File: config.mk
export PLATFORM = sky130hd
export DESIGN_NAME = pipe_ctrl_flat
export DESIGN_NICKNAME = d
export VERILOG_FILES = /design/src/rtl/pipe_ctrl_pkg.sv /design/src/rtl/pipe_ctrl_if.sv /design/src/rtl/pipe_hazard_detect.sv /design/src/rtl/pipe_ctrl.sv /design/src/flat_wrapper.sv
export SDC_FILE = /design/constraint.sdc
export NUM_CORES = 1
export LEC_CHECK = 0
export ABC_AREA = 1
export CORE_MARGIN = 5
export CORE_UTILIZATION = 51
export CTS_CLUSTER_SIZE = 12
export DETAILED_ROUTE_END_ITERATION = 7
export GPL_TIMING_DRIVEN = 0
export MAX_ROUTING_LAYER = met4
export PLACE_DENSITY_LB_ADDON = 0.25
export SYNTH_ARGS = -nofsm -noshare
export SYNTH_HDL_FRONTEND = slang
export SYNTH_SLANG_ARGS = --single-unit
File: constraint.sdc
create_clock -name clk -period 5.2 [get_ports clk]
set_clock_uncertainty 0.1 [all_clocks]
set_input_delay 1.04 -clock clk [delete_from_list [all_inputs] [get_ports clk]]
set_output_delay 1.04 -clock clk [all_outputs]
set_load 0.03 [all_outputs]
File: src/rtl/pipe_ctrl_pkg.sv
// rtl/pipe_ctrl_pkg.sv - shared state encoding, constants and control-word layout for pipe_ctrl
package pipe_ctrl_pkg;

   localparam logic [1:0] ST_RUN     = 2'd0;
   localparam logic [1:0] ST_MEMWAIT = 2'd1;
   localparam logic [1:0] ST_HALT    = 2'd2;
   localparam logic [1:0] ST_STEP    = 2'd3;

   localparam int unsigned HALT_CODE = 10;
   localparam logic [4:0]  REG_ZERO  = 5'd0;

   typedef struct packed {
      logic pc_en;
      logic fd_en;
      logic de_en;
      logic em_en;
      logic mw_en;
      logic fd_clr;
      logic de_clr;
      logic em_clr;
      logic mw_clr;
   } ctl_t;

   // FREEZE keeps mw_en high so the WB stage receives a bubble rather than replaying.
   localparam ctl_t CTL_ADV    = 9'b11111_0000;
   localparam ctl_t CTL_FREEZE = 9'b00001_0001;
   localparam ctl_t CTL_RESET  = 9'b00000_1111;

endpackage

File: src/rtl/pipe_ctrl_if.sv
// rtl/pipe_ctrl_if.sv - pipeline status inputs and stage-register controls of pipe_ctrl
interface pipe_ctrl_if #(
   parameter int CNT_W = 32
);
   logic [4:0]       D_rs;
   logic [4:0]       D_rt;
   logic             D_use_rs;
   logic             D_use_rt;
   logic             D_jump;
   logic [4:0]       E_RW;
   logic             E_MemtoReg;
   logic             E_branch_taken;
   logic             M_MemtoReg;
   logic             M_MemWrite;
   logic             M_syscall;
   logic [31:0]      M_v0;
   logic             mem_ready;
   logic             go;
   logic             step_mode;
   logic             pc_en;
   logic             fd_en;
   logic             de_en;
   logic             em_en;
   logic             mw_en;
   logic             fd_clr;
   logic             de_clr;
   logic             em_clr;
   logic             mw_clr;
   logic             mem_req;
   logic             halted;
   logic             mem_err;
   logic [CNT_W-1:0] stall_cnt;
   logic [CNT_W-1:0] flush_cnt;

   modport master (
      output D_rs, D_rt, D_use_rs, D_use_rt, D_jump, E_RW, E_MemtoReg, E_branch_taken,
             M_MemtoReg, M_MemWrite, M_syscall, M_v0, mem_ready, go, step_mode,
      input  pc_en, fd_en, de_en, em_en, mw_en, fd_clr, de_clr, em_clr, mw_clr,
             mem_req, halted, mem_err, stall_cnt, flush_cnt
   );

   modport slave (
      input  D_rs, D_rt, D_use_rs, D_use_rt, D_jump, E_RW, E_MemtoReg, E_branch_taken,
             M_MemtoReg, M_MemWrite, M_syscall, M_v0, mem_ready, go, step_mode,
      output pc_en, fd_en, de_en, em_en, mw_en, fd_clr, de_clr, em_clr, mw_clr,
             mem_req, halted, mem_err, stall_cnt, flush_cnt
   );

endinterface

File: src/rtl/pipe_hazard_detect.sv
// rtl/pipe_hazard_detect.sv - combinational load-use and branch/jump flush decode
module pipe_hazard_detect
   import pipe_ctrl_pkg::*;
(
   input  logic [4:0] d_rs_i,
   input  logic [4:0] d_rt_i,
   input  logic       d_use_rs_i,
   input  logic       d_use_rt_i,
   input  logic       d_jump_i,
   input  logic [4:0] e_rw_i,
   input  logic       e_memtoreg_i,
   input  logic       e_branch_taken_i,
   output logic       lu_o,
   output logic       fd_flush_o,
   output logic       de_flush_o
);

   logic rs_hit;
   logic rt_hit;

   assign rs_hit = d_use_rs_i && (e_rw_i == d_rs_i);
   assign rt_hit = d_use_rt_i && (e_rw_i == d_rt_i);

   // A load into $zero never produces a value worth waiting for.
   assign lu_o       = e_memtoreg_i && (e_rw_i != REG_ZERO) && (rs_hit || rt_hit);
   assign fd_flush_o = e_branch_taken_i || d_jump_i;
   assign de_flush_o = e_branch_taken_i;

endmodule

File: src/rtl/pipe_ctrl.sv
// rtl/pipe_ctrl.sv - stall/flush/halt sequencer for the 5-stage MIPS pipeline registers
module pipe_ctrl #(
   parameter int          CNT_W       = 32,
   parameter int unsigned MEM_TIMEOUT = 16,
   parameter int unsigned HALT_CODE   = pipe_ctrl_pkg::HALT_CODE
) (
   input  logic        clk,
   input  logic        rst,
   pipe_ctrl_if.slave  bus
);
   import pipe_ctrl_pkg::*;

   localparam int WAIT_W = $clog2(MEM_TIMEOUT + 1);

   logic [1:0]        state_q, state_d;
   logic [WAIT_W-1:0] wait_q, wait_d;
   logic              mem_err_q, mem_err_d;
   logic              go_q;
   logic [CNT_W-1:0]  stall_cnt_q;
   logic [CNT_W-1:0]  flush_cnt_q;

   ctl_t ctl;
   logic mem_acc;
   logic hlt;
   logic go_rise;
   logic lu;
   logic fd_flush;
   logic de_flush;
   logic flush_inc;
   logic stall_inc;

   pipe_hazard_detect u_hazard (
      .d_rs_i           (bus.D_rs),
      .d_rt_i           (bus.D_rt),
      .d_use_rs_i       (bus.D_use_rs),
      .d_use_rt_i       (bus.D_use_rt),
      .d_jump_i         (bus.D_jump),
      .e_rw_i           (bus.E_RW),
      .e_memtoreg_i     (bus.E_MemtoReg),
      .e_branch_taken_i (bus.E_branch_taken),
      .lu_o             (lu),
      .fd_flush_o       (fd_flush),
      .de_flush_o       (de_flush)
   );

   assign mem_acc = bus.M_MemtoReg || bus.M_MemWrite;
   assign hlt     = bus.M_syscall && (bus.M_v0 == 32'(HALT_CODE));
   assign go_rise = bus.go && !go_q;

   always_comb begin
      ctl       = CTL_ADV;
      state_d   = state_q;
      wait_d    = wait_q;
      mem_err_d = mem_err_q;
      flush_inc = 1'b0;
      case (state_q)
         ST_RUN, ST_STEP: begin
            if (mem_acc && !bus.mem_ready) begin
               ctl     = CTL_FREEZE;
               state_d = ST_MEMWAIT;
               wait_d  = WAIT_W'(1);
            end else if (state_q == ST_RUN && hlt) begin
               ctl     = CTL_FREEZE;
               state_d = ST_HALT;
            end else begin
               if (fd_flush) begin
                  ctl.fd_clr = 1'b1;
                  ctl.de_clr = de_flush;
                  flush_inc  = 1'b1;
               end else if (lu) begin
                  ctl.pc_en  = 1'b0;
                  ctl.fd_en  = 1'b0;
                  ctl.de_clr = 1'b1;
               end
               if (state_q == ST_STEP) begin
                  state_d = bus.step_mode ? ST_HALT : ST_RUN;
               end
            end
         end
         ST_MEMWAIT: begin
            // A late mem_ready still wins over the timeout in the same cycle.
            if (bus.mem_ready) begin
               state_d = bus.step_mode ? ST_HALT : ST_RUN;
            end else if (wait_q == WAIT_W'(MEM_TIMEOUT)) begin
               ctl       = CTL_FREEZE;
               mem_err_d = 1'b1;
               state_d   = ST_HALT;
            end else begin
               ctl    = CTL_FREEZE;
               wait_d = wait_q + WAIT_W'(1);
            end
         end
         default: begin
            ctl = CTL_FREEZE;
            if (go_rise && !mem_err_q) begin
               state_d = ST_STEP;
            end
         end
      endcase
      if (rst) begin
         ctl = CTL_RESET;
      end
   end

   assign stall_inc = !ctl.pc_en && (state_q != ST_HALT);

   always_ff @(posedge clk) begin
      if (rst) begin
         state_q     <= ST_RUN;
         wait_q      <= '0;
         mem_err_q   <= 1'b0;
         go_q        <= 1'b0;
         stall_cnt_q <= '0;
         flush_cnt_q <= '0;
      end else begin
         state_q     <= state_d;
         wait_q      <= wait_d;
         mem_err_q   <= mem_err_d;
         go_q        <= bus.go;
         stall_cnt_q <= stall_cnt_q + (stall_inc ? CNT_W'(1) : CNT_W'(0));
         flush_cnt_q <= flush_cnt_q + (flush_inc ? CNT_W'(1) : CNT_W'(0));
      end
   end

   assign bus.pc_en     = ctl.pc_en;
   assign bus.fd_en     = ctl.fd_en;
   assign bus.de_en     = ctl.de_en;
   assign bus.em_en     = ctl.em_en;
   assign bus.mw_en     = ctl.mw_en;
   assign bus.fd_clr    = ctl.fd_clr;
   assign bus.de_clr    = ctl.de_clr;
   assign bus.em_clr    = ctl.em_clr;
   assign bus.mw_clr    = ctl.mw_clr;
   assign bus.mem_req   = mem_acc && (state_q != ST_HALT) && !rst;
   assign bus.halted    = (state_q == ST_HALT) && !rst;
   assign bus.mem_err   = mem_err_q;
   assign bus.stall_cnt = stall_cnt_q;
   assign bus.flush_cnt = flush_cnt_q;

endmodule
File: src/flat_wrapper.sv
// flat-port wrapper written by rule: the top's interface ports become plain ports
module pipe_ctrl_flat import pipe_ctrl_pkg::*;
#(
   parameter int          CNT_W       = 32,
   parameter int unsigned MEM_TIMEOUT = 16,
   parameter int unsigned HALT_CODE   = pipe_ctrl_pkg::HALT_CODE
)
  (clk, rst, bus_D_rs, bus_D_rt, bus_D_use_rs, bus_D_use_rt, bus_D_jump, bus_E_RW, bus_E_MemtoReg, bus_E_branch_taken, bus_M_MemtoReg, bus_M_MemWrite, bus_M_syscall, bus_M_v0, bus_mem_ready, bus_go, bus_step_mode, bus_pc_en, bus_fd_en, bus_de_en, bus_em_en, bus_mw_en, bus_fd_clr, bus_de_clr, bus_em_clr, bus_mw_clr, bus_mem_req, bus_halted, bus_mem_err, bus_stall_cnt, bus_flush_cnt);
  pipe_ctrl_if #(.CNT_W(CNT_W)) bus_i ();
  input  logic clk;
  input  logic rst;
  input wire logic [$bits(bus_i.D_rs)-1:0] bus_D_rs;
  input wire logic [$bits(bus_i.D_rt)-1:0] bus_D_rt;
  input wire logic [$bits(bus_i.D_use_rs)-1:0] bus_D_use_rs;
  input wire logic [$bits(bus_i.D_use_rt)-1:0] bus_D_use_rt;
  input wire logic [$bits(bus_i.D_jump)-1:0] bus_D_jump;
  input wire logic [$bits(bus_i.E_RW)-1:0] bus_E_RW;
  input wire logic [$bits(bus_i.E_MemtoReg)-1:0] bus_E_MemtoReg;
  input wire logic [$bits(bus_i.E_branch_taken)-1:0] bus_E_branch_taken;
  input wire logic [$bits(bus_i.M_MemtoReg)-1:0] bus_M_MemtoReg;
  input wire logic [$bits(bus_i.M_MemWrite)-1:0] bus_M_MemWrite;
  input wire logic [$bits(bus_i.M_syscall)-1:0] bus_M_syscall;
  input wire logic [$bits(bus_i.M_v0)-1:0] bus_M_v0;
  input wire logic [$bits(bus_i.mem_ready)-1:0] bus_mem_ready;
  input wire logic [$bits(bus_i.go)-1:0] bus_go;
  input wire logic [$bits(bus_i.step_mode)-1:0] bus_step_mode;
  output wire logic [$bits(bus_i.pc_en)-1:0] bus_pc_en;
  output wire logic [$bits(bus_i.fd_en)-1:0] bus_fd_en;
  output wire logic [$bits(bus_i.de_en)-1:0] bus_de_en;
  output wire logic [$bits(bus_i.em_en)-1:0] bus_em_en;
  output wire logic [$bits(bus_i.mw_en)-1:0] bus_mw_en;
  output wire logic [$bits(bus_i.fd_clr)-1:0] bus_fd_clr;
  output wire logic [$bits(bus_i.de_clr)-1:0] bus_de_clr;
  output wire logic [$bits(bus_i.em_clr)-1:0] bus_em_clr;
  output wire logic [$bits(bus_i.mw_clr)-1:0] bus_mw_clr;
  output wire logic [$bits(bus_i.mem_req)-1:0] bus_mem_req;
  output wire logic [$bits(bus_i.halted)-1:0] bus_halted;
  output wire logic [$bits(bus_i.mem_err)-1:0] bus_mem_err;
  output wire logic [$bits(bus_i.stall_cnt)-1:0] bus_stall_cnt;
  output wire logic [$bits(bus_i.flush_cnt)-1:0] bus_flush_cnt;
  assign bus_i.D_rs = bus_D_rs;
  assign bus_i.D_rt = bus_D_rt;
  assign bus_i.D_use_rs = bus_D_use_rs;
  assign bus_i.D_use_rt = bus_D_use_rt;
  assign bus_i.D_jump = bus_D_jump;
  assign bus_i.E_RW = bus_E_RW;
  assign bus_i.E_MemtoReg = bus_E_MemtoReg;
  assign bus_i.E_branch_taken = bus_E_branch_taken;
  assign bus_i.M_MemtoReg = bus_M_MemtoReg;
  assign bus_i.M_MemWrite = bus_M_MemWrite;
  assign bus_i.M_syscall = bus_M_syscall;
  assign bus_i.M_v0 = bus_M_v0;
  assign bus_i.mem_ready = bus_mem_ready;
  assign bus_i.go = bus_go;
  assign bus_i.step_mode = bus_step_mode;
  assign bus_pc_en = bus_i.pc_en;
  assign bus_fd_en = bus_i.fd_en;
  assign bus_de_en = bus_i.de_en;
  assign bus_em_en = bus_i.em_en;
  assign bus_mw_en = bus_i.mw_en;
  assign bus_fd_clr = bus_i.fd_clr;
  assign bus_de_clr = bus_i.de_clr;
  assign bus_em_clr = bus_i.em_clr;
  assign bus_mw_clr = bus_i.mw_clr;
  assign bus_mem_req = bus_i.mem_req;
  assign bus_halted = bus_i.halted;
  assign bus_mem_err = bus_i.mem_err;
  assign bus_stall_cnt = bus_i.stall_cnt;
  assign bus_flush_cnt = bus_i.flush_cnt;
  pipe_ctrl #(.CNT_W(CNT_W), .MEM_TIMEOUT(MEM_TIMEOUT), .HALT_CODE(HALT_CODE)) u_core (.clk(clk), .rst(rst), .bus(bus_i));
endmodule
---- Word level (Yosys, flattened, before mapping) ----
Cells that the tools add are included.
storage, ports and cells
  bits in registers ....................... 73
  output and inout port bits .............. 76
  bits of input ports ..................... 60
  logic and storage cells ................. 82
operators by class
  reduce and logical (&&, ||, !) cells .... 29
  equality and inequality tests ........... 13
  bitwise operators ....................... 1
  mux-type cells .......................... 30
  add/subtract/negate cells ............... 3
operator list
  cell                   count
  $add A32 B32 Y32       2
  $eq A32 B4 Y1 const B  1
  $mux W9                3
  $mux W2                11
  $pmux W9 S2            1
  $mux W5                3
  $logic_and A1 B1 Y1    13
  $eq A5 B5 Y1           2
  $pmux W5 S2            1
  $mux W1                9
  $ne A2 B2 Y1 const B   3
  $reduce_and A3 Y1      2
  $add A5 B1 Y5 const B  1
  $eq A5 B5 Y1 const B   1
  $logic_not A1 Y1       5
  $reduce_bool A5 Y1     1
  $eq A2 B2 Y1 const B   2
  $ne A4 B1 Y1 const B   1
  $pmux W2 S2            1
  $reduce_and A4 Y1      1
  $logic_or A1 B1 Y1     3
  $mux W3                1
  $ne A3 B2 Y1 const B   1
  $reduce_bool A3 Y1     1
  other kinds (6)        6

---- Depth between registers and ports, before layout ----
  depth in word-level cells ............... 14
  mapped depth ............................ 23
  mapped depth without buffers ............ 23

---- Modules after synthesis ----
A second synthesis with hierarchy kept.
second synthesis, totals
  cells, all modules ...................... 690
  area, all modules ....................... 4,413.0 sq um
modules (own cells, without submodules)
  module              seq. area each (sq um)  area an instance (sq um)  cells each  instances
  pipe_ctrl           1,461.4                 4,180.3                   632         1
  pipe_hazard_detect  0.0                     232.7                     58          1

---- Worst setup path before layout ----
Ideal clock, no wire load.
  kind .................................... input to output
  start point ............................. input rst
  end point ............................... output bus_fd_clr
  slack ................................... 1.774 ns
  data required time ...................... 4.060 ns
  stages .................................. 4
  buffers on the path ..................... 2
  arrival time ............................ 2.286 ns
  cell sequence ........................... clkbuf_1 > inv_1 > buf_1 > o21ai_0
between the ends
  cells in the longest elaborated chain, start to end .. 1
RTL lines
  element      RTL line            source
  from (decl)  flat_wrapper.sv:11  input logic rst;
  $mux W9      pipe_ctrl.sv:100    if (rst) begin
  to (decl)    flat_wrapper.sv:32  output wire logic [$bits(bus_i.fd_clr)-1:0] bus_fd_clr;
No other way between the ends.

---- Worst setup path after layout ----
  start point ............................. input bus_M_MemWrite
  end point ............................... output bus_pc_en
between the ends
  cells in the longest elaborated chain, start to end .. 5
RTL lines
  element              RTL line            source
  from (decl)          flat_wrapper.sv:21  input wire logic [$bits(bus_i.M_MemWrite)-1:0] bus_M_MemWrite;
  $logic_or A1 B1 Y1   pipe_ctrl.sv:46     assign mem_acc = bus.M_MemtoReg || bus.M_MemWrite;
  $logic_and A1 B1 Y1  pipe_ctrl.sv:58     if (mem_acc && !bus.mem_ready) begin
  $mux W9              pipe_ctrl.sv:58
  $pmux W9 S2          pipe_ctrl.sv:56     case (state_q)
  $mux W9              pipe_ctrl.sv:100
  to (decl)            flat_wrapper.sv:27  output wire logic [$bits(bus_i.pc_en)-1:0] bus_pc_en;
No other way between the ends.

==> run_results.csv <==
group,metric,value,unit
status,status,"finished, final reports clean",
drt,first_iter_violations,287,
critical_path,slowest_delay,650,ps
critical_path,crit_top_cell,"nor2_1",
synth,synth_cell_types,37,
pwr,p_per_area,256,nW/µm²
synth,ys_ff_latch,73,
cts,hold_buffers,0,
pwr,p_seq_frac,0.389,
cts,cts_made_buffers,9,
pwr,switching_share,0.326,
timing,tns,0,ps
drt,via_per_inst,5.17,
synth,ys_warn_count,0,
cells_and_area,final_core_util,0.733,
critical_path,timing.rr.start,"u_core.state_q[0]$_SDFFE_PP0P_",
floorplanning,boundaryPins,136,
floorplanning,num_rows,33,
critical_path,cp_slowest_cell,"clkdlybuf4s50_1",
critical_path,crit_arrival,3130,ps
drt,detail_route.wl_per_cell,13.6,µm
cells_and_area,nets,906,
hold_path,min_to,"u_core.bus.flush_cnt[31]$_SDFF_PP0_",
critical_path,worstPathMaxFanout,4,
critical_path,crit_required,4060,ps
drt,drt-total-wl,12.9,mm
synth,synth-seq-area-share,0.333,
cts,cts.clk_slew.worst_paths,80,ps
timing,fmax,0.234,GHz
cts,cts_resized,0,
critical_path,worstSetupPathType,"primary input to output port",
drt,drcViolationCount,0,
cells_and_area,layout_commonest_cell,"nand2_1",
pwr,max-vdd-ir-drop,125,µV
drt,vias,4892,
cells_and_area,regArea,1460,µm²
cells_and_area,fillers,686,
floorplanning,die_h,103,µm
cts,cts_root_buf,"clkbuf_8",
critical_path,r2r-end,"u_core.bus.stall_cnt[22]$_SDFF_PP0_",
critical_path,worst_setup_path_start_kind,"primary input",
pwr,p_int,1.05,mW
cells_and_area,n_antenna_cell,0,
cts,post_cts_buffers,0,
timing,grt_setup_unrepaired,"false",
pwr,p_sw,0.507,mW
cts,cts.path.max_buffers,2,
cells_and_area,final_cell_mix,"160 x nand2_1, 134 x clkdlybuf4s50_1, 112 x nor2_1, 104 x inv_1, 73 x dfxtp_1",
timing,final.period_utilization,0.821,
cells_and_area,area_growth,38.8,%
cells_and_area,drive_above_1_share,0.0606,
critical_path,path_delay_family,"buffers and inverters",
grt,grt_max_degree,15,
cts,cts_sinks,73,
grt,grt_pass1_vias,4544,
timing,hold_viol_final,0,
timing,finalSetupViolations,0,
place,hpwl,10.2,mm
synth,netlist_area,4380,µm²
floorplanning,die_w,103,µm
place,gp_congestion,0.935,
cts,htree_levels,3,
synth,syn-num-nets,761,
hold_path,hold_depth,2,
timing,tightest_slew,673,ps
synth,syn-mean-instance-area,6.34,µm²
synth,synth.area.top_cells,"dfxtp_1 33%, nand2_1 14%, nor2_1 9.6%",
critical_path,rr_worst_depth,23,
run,maxCapViolations,0,
timing,slew_violations,0,
critical_path,cp_cell_sequence,"clkdlybuf4s50_1 > nor2_1 > nor2_1 > nor2_1 > nand2_1 > nand2_1 > nand3_1 > inv_1 > buf_4 > clkdlybuf4s50_1",
pwr,pwr-share-clk,0.325,
drt,ant_nets,0,
timing,fin_crit,4270,ps
hold_path,hold_path_class,"flop to flop",
grt,grt_pass1_wl,20.5,mm
floorplanning,initial_utilization,0.528,
critical_path,reg2reg_slack,2090,ps
cts,cts_tree,"built",
place,io_buffers,134,
pwr,p_leak,2.23,nW
grt,grt_use_total,0.252,
timing,maxSlewHeadroom,0.551,
grt,grt_overflow,0,
cells_and_area,multi_input_area,2460,µm²
drt,dr.pass1.iters,5,
critical_path,critPathBufInv,4,
hold_path,hp-start,"u_core.bus.flush_cnt[31]$_SDFF_PP0_",
synth,yosys.area.top_type_share,0.333,
synth,synthCells,691,
floorplanning,core_area,8300,µm²
synth,post-synth-top-area-cell,"dfxtp_1",
pwr,combPwrFrac,0.286,
critical_path,cp-end-kind,"output port",
floorplanning,die-area,10500,µm²
cts,clkLatencyLatePin,350,ps
grt,grt_antenna_before_repair,0,
## cells by family after synthesis
group                      count (synthesis)  synth area share
and+or+nand+nor                          402             0.415
buffers and inverters                    119             0.104
adders and majority gates                 10            0.0285
DFF                                       73             0.333
AOI/OAI and AO/OA                         74            0.0931
xor gates and xnor gates                  13            0.0260
## how the worst max path moves through the flow
stage / startpoint / end / slack [ps] / depth (start not counted)
after floorplan: rst / bus_fd_clr / 1770 / 4
after global placement: bus_M_v0[3] / bus_pc_en / 960 / 12
after detailed placement: bus_M_v0[1] / bus_pc_en / 950 / 12
after CTS: bus_M_MemWrite / bus_pc_en / 940 / 10
after global routing: bus_M_v0[11] / bus_pc_en / 760 / 12
final: bus_M_MemWrite / bus_pc_en / 930 / 10
## layer usage
| layer | part of all wire | global-route usage | vias up | wire length, µm |
|---|---|---|---|---|
| met2 | 0.47 | 0.411 | 188 | 6060 |
| li1 | - | - | 2483 | - |
| met5 | 0 | - | - | 0 |
| met3 | 0.070 | 0.0399 | 23 | 902 |
| met4 | 0.021 | 0.0898 | 0 | 272 |
| met1 | 0.44 | 0.315 | 2198 | 5680 |
## tightest hold or removal path, delay by kind of cell (launching register included)
family	cells	cell delay, ps
AO/OA/AOI/OAI	1	50
flip-flops	1	330
AND/OR/NAND/NOR	1	70
## cell usage after synthesis, drive strengths merged
cell / n
nand2: 165
nor2: 122
inv: 108
dfxtp: 73
nor3: 48
a21oi: 41
nand3: 29
o21ai: 19
nand4: 12
ha: 10
xor2: 10
or2: 9
clkbuf: 7
nor3b: 6
o21a: 6
nor4: 5
buf: 4
nand3b: 4
a211oi: 3
a31oi: 3
xnor2: 3
and2: 1
and3: 1
o21ba: 1
o21bai: 1
## power groups by stage
stage                     clock [mW]  sequential (mW)  combinational, mW
after floorplan                    0            0.644              0.249
after global placement             0            0.616              0.431
after detailed placement           0            0.618              0.442
after CTS                      0.515            0.604              0.446
after global routing           0.542            0.608              0.490
final                          0.506            0.604              0.445
## sequential cells by signal, summed over array words and instances, names as in the netlist
signal	flops
u_core.bus.flush_cnt	32
u_core.bus.mem_err	1
u_core.state_q	2
u_core.wait_q	5
u_core.bus.stall_cnt	32
u_core.go_q	1
## area by class of cell
type | count | area share
Multi-Input combinational cell | 499 | 0.405
Sequential cell | 73 | 0.240
Timing Repair Buffer | 134 | 0.221
Inverter | 108 | 0.0667
Tap cell | 105 | 0.0216
Clock buffer | 9 | 0.0204
Clock inverter | 7 | 0.0169
Buffer | 11 | 0.00864
## through the flow
| step | setup WS (ps) | instances | hold WS [ps] | power, mW | cell area (µm²) |
|---|---|---|---|---|---|
| 2_1_floorplan | 1770 | 691 | 370 | 0.893 | 4380 |
| 3_3_place_gp | 963 | 930 | 364 | 1.05 | 5860 |
| 3_5_place_dp | 947 | 930 | 376 | 1.06 | 5860 |
| 4_1_cts | 943 | 946 | 391 | 1.56 | 6080 |
| 5_1_grt | 764 | 946 | 397 | 1.64 | 6080 |
| 6_report | 931 | 946 | 388 | 1.55 | 6080 |
Note: power is estimated with default switching activity, not from simulation.
